$ cat src/rtl/mic_level_encoder.sv
// Peak-over-window microphone level meter producing a 0..16 bar level and its thermometer code.
// Optional build macro METER_DECAY_EN: bar rises instantly but falls one level per window.
module mic_level_encoder #(
  parameter int WINDOW   = 4000,
  parameter int BASELINE = 2048,
  parameter int STEP     = 120
) (
  input  logic        clock,
  input  logic        resetn,
  input  logic        sample_valid,
  input  logic [11:0] mic_in,
  input  logic        hold,
  output logic [15:0] tester,
  output logic [4:0]  level,
  output logic        update
);

  localparam int             CW   = $clog2(WINDOW);
  localparam logic [CW-1:0]  LAST = CW'(WINDOW - 1);
  localparam logic [11:0]    BASE = 12'(BASELINE);

  logic [CW-1:0] count;
  logic [11:0]   peak;
  logic [11:0]   m;
  logic [11:0]   amp;
  logic [4:0]    new_lvl;
  logic [4:0]    lvl_next;
  logic [15:0]   therm_next;
  logic          accept;
  logic          last_sample;

  // NOTE: every combinational output gets a default first, so no path can infer a latch.
  always_comb begin
    accept      = sample_valid & ~hold;
    last_sample = accept && (count == LAST);
    m           = (mic_in > peak) ? mic_in : peak;
    amp         = (m > BASE) ? (m - BASE) : '0;

    // Threshold ladder instead of a divider; the highest passed rung wins and 16 is the cap.
    new_lvl = '0;
    for (int k = 1; k <= 16; k++) begin
      if (32'(amp) >= 32'(k * STEP)) new_lvl = 5'(k);
    end

`ifdef METER_DECAY_EN
    lvl_next = (new_lvl >= level) ? new_lvl : (level - 5'd1);
`else
    lvl_next = new_lvl;
`endif

    therm_next = '0;
    for (int i = 0; i < 16; i++) begin
      therm_next[i] = (5'(i) < lvl_next);
    end
  end

  // NOTE: state registers use non-blocking assignments so every flop samples pre-edge values.
  always_ff @(posedge clock or negedge resetn) begin
    if (!resetn) begin
      count  <= '0;
      peak   <= '0;
      level  <= '0;
      tester <= '0;
      update <= 1'b0;
    end else begin
      update <= last_sample;
      if (accept) begin
        if (last_sample) begin
          level  <= lvl_next;
          tester <= therm_next;
          peak   <= '0;
          count  <= '0;
        end else begin
          peak  <= m;
          count <= count + CW'(1);
        end
      end
    end
  end

endmodule

$ cat config.mk
export PLATFORM = sky130hd
export DESIGN_NAME = mic_level_encoder
export DESIGN_NICKNAME = d
export VERILOG_FILES = /design/src/rtl/mic_level_encoder.sv
export SDC_FILE = /design/constraint.sdc
export NUM_CORES = 1
export LEC_CHECK = 0
export CAP_MARGIN = 30
export CORE_ASPECT_RATIO = 0.6
export CORE_MARGIN = 2
export CORE_UTILIZATION = 30
export DETAILED_ROUTE_END_ITERATION = 7
export GPL_ROUTABILITY_DRIVEN = 0
export GPL_TIMING_DRIVEN = 1
export PLACE_DENSITY = 0.58
export SKIP_CTS_REPAIR_TIMING = 1
export SYNTH_ARGS = -nofsm -noshare
export SYNTH_HDL_FRONTEND = slang
export SYNTH_SLANG_ARGS = --single-unit
$ cat constraint.sdc
create_clock -name clock -period 3.01 [get_ports clock]
set_input_delay 0.602 -clock clock [delete_from_list [all_inputs] [get_ports clock]]
set_output_delay 0.602 -clock clock [all_outputs]
set_load 0.02 [all_outputs]
; ---- Word level (Yosys, flattened, before mapping)
; Index checks and enable logic that the tools add are counted.
[word_totals]
inputBits = 16
elab_cells = 66
regBits = 46
output_inout_bits = 22
[op_classes]
n_eq_ne = 1
n_mux = 20
bitwise = 2
n_lt_le_gt_ge = 34
addsub = 2
reduce_logical = 2
[ops]
columns = op, n
row1 = ">= comparator 12 x 11 -> 1 bit, second input constant", 8
row2 = two-way mux 5 bit, 14
row3 = ">= comparator 12 x 10 -> 1 bit, second input constant", 4
row4 = two-way mux 12 bit, 4
row5 = "less-than comparator 4 x 5 -> 1 bit, first input constant", 8
row6 = ">= comparator 12 x 9 -> 1 bit, second input constant", 2
row7 = "less-than comparator 3 x 5 -> 1 bit, first input constant", 4
row8 = "adder 12 x 1 -> 12 bit, second input constant", 1
row9 = "equality test 12 bit, second input constant", 1
row10 = ">= comparator 12 x 7 -> 1 bit, second input constant", 1
row11 = ">= comparator 12 x 8 -> 1 bit, second input constant", 1
row12 = greater-than comparator 12 bit, 1
row13 = "greater-than comparator 12 bit, second input constant", 1
row14 = "subtractor 12 bit, second input constant", 1
row15 = "less-than comparator 1 x 5 -> 1 bit, first input constant", 2
row16 = "less-than comparator 2 x 5 -> 1 bit, first input constant", 2
row17 = two-way mux 2 bit, 1
row18 = AND reduction 2 bit, 1
row19 = bitwise AND 1 bit, 1
row20 = logical AND 1 bit, 1
row21 = two-way mux 1 bit, 1
row22 = NOT 1 bit, 1

; ---- Longest topological paths before layout
[logic_depth]
depth_word = 22
ltp_mapped = 13
mapped_depth_nobuf = 10

; ---- Worst setup path after synthesis
; OpenSTA, ideal clock, no wires.
[synth_timing]
path_type = reg-to-reg
start = reg peak[7]
end = reg tester[8]
path_buffers = 2
required_time_ps = 2868
setup_time_ps = 142
path_stages_with_launch = 13
arrival_ps = 2915
slack_ps = -48
synth_period_minus_slack_ps = 3058
cell_sequence = dfrtp_1 > clkbuf_1 > inv_1 > ha_1 > and2_0 > a221o_1 > a22o_1 > o32a_1 > buf_6 > mux2_4 > and3_2 > a211oi_1 > o221ai_1
[synth_between]
elab_chain_len = 22
elab_cells_between_ends = 38
cone_classes = add/sub (1) / order compare (19) / mux (18)
[synth_rtl]
columns = item, line
row1 = "start, declared", 23  ; logic [11:0] peak;
row2 = "start signal, assigned", 74  ; peak <= m;
row3 = greater-than comparator 12 bit, 36  ; m = (mic_in > peak) ? mic_in : peak;
row4 = two-way mux 12 bit *, 36
row5 = subtractor 12 bit or greater-than comparator 12 bit (tied branches), 37  ; amp = (m > BASE) ? (m - BASE) : '0;
row6 = two-way mux 12 bit *, 37
row7 = >= comparator 12 x 7 -> 1 bit, 42  ; if (32'(amp) >= 32'(k * STEP)) new_lvl = 5'(k);
row8 = two-way mux 1 bit, 42
row9 = two-way mux 2 bit, 42
row10 = two-way mux 5 bit (13 in a row), 42
row11 = two-way mux 5 bit *, 42
row12 = less-than comparator 4 x 5 -> 1 bit *, 53  ; therm_next[i] = (5'(i) < lvl_next);
row13 = "end signal, assigned", 70  ; tester <= therm_next;
row14 = "end, declared", 13  ; output logic [15:0] tester,
; Every way passes the cells marked *; elsewhere a longest branch is shown, timed or not.
; A chain may end at the register's enable or synchronous reset.

; ---- Worst setup path after layout
[layout_timing]
start = reg peak[5]
end = reg tester[2]
[layout_between]
elab_chain_len = 22
elab_cells_between_ends = 38
cone_classes = add/sub (1) / order compare (19) / mux (18)
[layout_rtl]
columns = item, line
row1 = greater-than comparator 12 bit, 36
row2 = two-way mux 12 bit *, 36
row3 = subtractor 12 bit or greater-than comparator 12 bit (tied branches), 37
row4 = two-way mux 12 bit *, 37
row5 = >= comparator 12 x 7 -> 1 bit, 42
row6 = two-way mux 1 bit, 42
row7 = two-way mux 2 bit, 42
row8 = two-way mux 5 bit (13 in a row), 42
row9 = two-way mux 5 bit *, 42
row10 = less-than comparator 2 x 5 -> 1 bit *, 53
; Marks and branches as above.

==> results.md <==
- STA puts the critical path data arrival time at about 3.3 ns.
- The net count of the finished layout is about 460.
- The critical path class is reg -> reg.
- The number of synthesis warnings is 0.
- Across the routed clock network, the largest skew measured is about 0.0050 ns.
- The number of antenna violations at the first check in global routing came to 0.
- The first global-routing pass estimated between 15 and 20 mm of wire.
- Entering global routing, the biggest net connects 39 pins.
- The mapped netlist covers 3132 um^2.
- The final-report max-slew violation count is 0.
- The kind of end point of the critical path is a flop.
- The number of buffers created by CTS is 5.
- The overall die height is slightly above 80 um.
- Setup repair after global routing could not meet its margin everywhere.
- The pre-antenna-repair detailed-routing pass consisted of 5 iterations.
- Synthesis inferred 45 register bits.
- Max-cap violations in this run came to 0.
- The most area-hungry cell type in the Yosys netlist is dfrtp_1.
- Port buffering added 37 buffers.
- The transition at the pin with the smallest max-transition slack is ~0.64 ns.
- The routed via count divided by cell count is about 5.4.
- Derived from the worst setup path, the maximum achievable clock frequency is 0.3222 GHz.
- In the finished design, the share of the clock period the worst path needs comes to 103.1%.
- After layout, the worst setup slack is -0.09342 ns.
- Synthesis produced a netlist with a net count of between 300 and 400.
- The clock sink count is 45.
- The clock root buffer is clkbuf_16.
- The most instantiated flip-flop cell in the synthesis netlist is dfrtp_1.
- The finished cells cover between 4000 and 5000 um^2.
- The detail-routed net length per standard cell is 17.29 um.
- The overall global routing resource usage is between 10% and 20%.
- The H-tree depth is 2.
- The global-route congestion overflow total is 0.
- The die area is around 11,000 um^2.
- The most numerous cell in the Yosys netlist is dfrtp_1.
- The floorplan row count is 28.
- Along the worst path, the maximum fanout reaches 6.
- The number of distinct library cells after synthesis is 62.
- The count of nets left with antenna violations after detail routing is 0.
- The final hold violation count is 0.
- The total area inside the core boundary comes to around 10,000 um^2.
- The buffer levels on the longest clock path is 2.
- The x dimension of the die is ~140 um.
- At the end of the flow the core is filled with cells to around 44%.
- The cell area after placement is around 4000 um^2.
- STA classifies the critical path startpoint as a flop.
- The via count of the first global-routing pass is approximately 3,000.
- Sequential cells were found to cover ~36% of the synthesized design area.
- In this run, the number of DRC markers left after iteration 0 of detailed routing was ~300.
- The clock tree from TritonCTS is built.
- The run finished, with violations left.
- For this block, the routed nets add up to 9.871 mm of wire.
- Setup violations remaining at the end of the flow were counted as 8.
- The count of pins on the block boundary is 38.
- For this run, design rule violations remaining after detail routing come to 0.
- The max-slew headroom at the worst pin is 57.20%.
- By area the synthesized netlist is led by dfrtp_1 (36%), ha_1 (5.2%), nand2_1 (4.9%).
- The initial utilization of the core area, before any placement, comes to approximately 31%.
- Dividing the synthesized area by the synthesized cell count gives just under 9 um^2.
- The fraction of post-synthesis cell area in the top cell type by area is 35.96%.
- The class of the tightest hold or removal check is in -> async.
- The worst setup slack after placement is -0.6288 ns.
- Dividing total power by cell area gives a power density of a little over 800 nW/um^2.
- The leakage power figure is slightly above 2 nW.
- The clock slew at the register clock pins of the worst setup and hold paths is 0.07 ns.
- The layout overhead on the synthesized area is 41.47%.
- Across the VDD grid, the largest voltage drop is 289.9 uV.
- Counting flops with a built-in enable in the synthesized netlist gives 0.
- The required time at the endpoint of the critical path is roughly 3.2 ns.
- By count the netlist is led by dfrtp_1 (45), nand2_1 (41), nor2_1 (26).
- The total half-perimeter wirelength after legalization and detailed placement is ~7 mm.
- The clock latency on the worst-skew pair is 0.29 ns.
- The number of vias after detailed routing is approximately 3,100.
- The checks that failed: setup timing.
- 0 antenna diodes ended up in the layout.
- Counting flops with an async set or reset pin after synthesis yields a share of 100.0%.
- The ratio of cells with drive above 1 in the final layout is about a quarter.
- Counting every instance in the synthesized netlist gives 355.
- Subtracting the final worst setup slack from the clock period gives 3.103 ns.
-- flip-flops by register name, summed over array words and instances, names as in the netlist --
name    count
tester     16
count      12
peak       12
level       4
update      1
-- area by class of cell --
cell class	count	area [um^2]
sequential	45	1126
fill	993	5589
tap	135	168.9
inverter	14	52.55
timing repair buffer	99	895.9
clock buffer	7	142.6
multi-input combinational	270	2014
clock inverter	1	30.03
-- path summary, 6_finish.rpt --
check	depth (start not counted)	slack [ns]	to	start
setup reg to reg	12	-0.09	tester[2]	peak[5]
setup / recovery	12	-0.09	tester[2]	peak[5]
hold reg to reg	1	0.48	count[4]	count[4]
min in group clock	1	0.48	count[4]	count[4]
max in group asynchronous	2	2.35	tester[6]	resetn
hold / removal	1	0.17	peak[7]	resetn
-- cell usage in the layout, fill, tap and decap left out, types with 3 or more instances in the layout --
master / Yosys / layout
buf_12: 0 / 3
xnor2_1: 5 / 5
ha_4: 0 / 4
nor4_1: 5 / 5
a21oi_1: 14 / 12
xor2_1: 4 / 4
nor2_1: 26 / 26
inv_2: 0 / 3
a211oi_1: 9 / 8
nor3_1: 10 / 10
clkbuf_16: 0 / 5
buf_4: 1 / 58
nand2b_1: 3 / 3
a21o_1: 11 / 11
o21ai_1: 4 / 4
dfrtp_1: 45 / 45
dlymetal6s2s_1: 0 / 10
mux2i_4: 1 / 6
and3_1: 6 / 5
o21ai_0: 14 / 13
mux2_4: 3 / 3
nand3_1: 11 / 10
nand2_1: 41 / 41
nand4_1: 10 / 10
mux2i_1: 15 / 10
o31ai_2: 0 / 3
a22o_1: 13 / 13
inv_1: 14 / 11
ha_1: 13 / 8
or2_2: 3 / 3
nor2b_1: 4 / 4
clkdlybuf4s50_1: 0 / 25
-- cells by family (layout without fill, tap and decap cells) --
group                      after synthesis  count (layout)  share of synthesized area (%)
muxes                                   21              21                          7.750
AOI/OAI and AO/OA                       96              96                          22.57
buffers and inverters                   40             121                          5.593
DFF                                     45              45                          35.96
and+or+nand+nor                        131             131                          20.42
xor gates and xnor gates                 9               9                          2.517
adders and majority gates               13              13                          5.194
-- per-layer routing --
metal	vias up	routed length (um)	track usage, %
met4	0	75	3.409
met1	1487	4870	27.42
met2	133	4073	23.65
li1	1471	-	-
met3	14	852	4.823
met5	-	0	0
-- where the power goes --
group / internal (mW) / total, mW / switching (mW)
Clock: 0.415 / 0.656 / 0.240
Sequential: 0.711 / 0.786 / 0.0752
Combinational: 1.03 / 2.15 / 1.12
-- per-stage QoR --
stage                     std cells  setup TNS, ns  hold WS [ns]  total power [mW]
after global routing            571         -1.254        0.1800             3.791
after floorplan                 355              0        0.3064             1.888
final                           571        -0.4596        0.1746             3.590
after global placement          555         -12.29        0.4637             2.479
after detailed placement        556         -13.37        0.4664             2.519
after CTS                       564         -4.340        0.1655             3.186
-- critical path, stage by stage (launching register included) --
cell and delay, ns:
dfrtp_1 0.40, inv_2 0.10, ha_4 0.21, a21o_1 0.15
a221o_1 0.29, a22o_1 0.21, o32a_1 0.39, buf_12 0.16
buf_8 0.14, mux2_4 0.34, or2_4 0.25, a31oi_4 0.27
o31ai_2 0.08
Power figures use the tool's default switching activity.
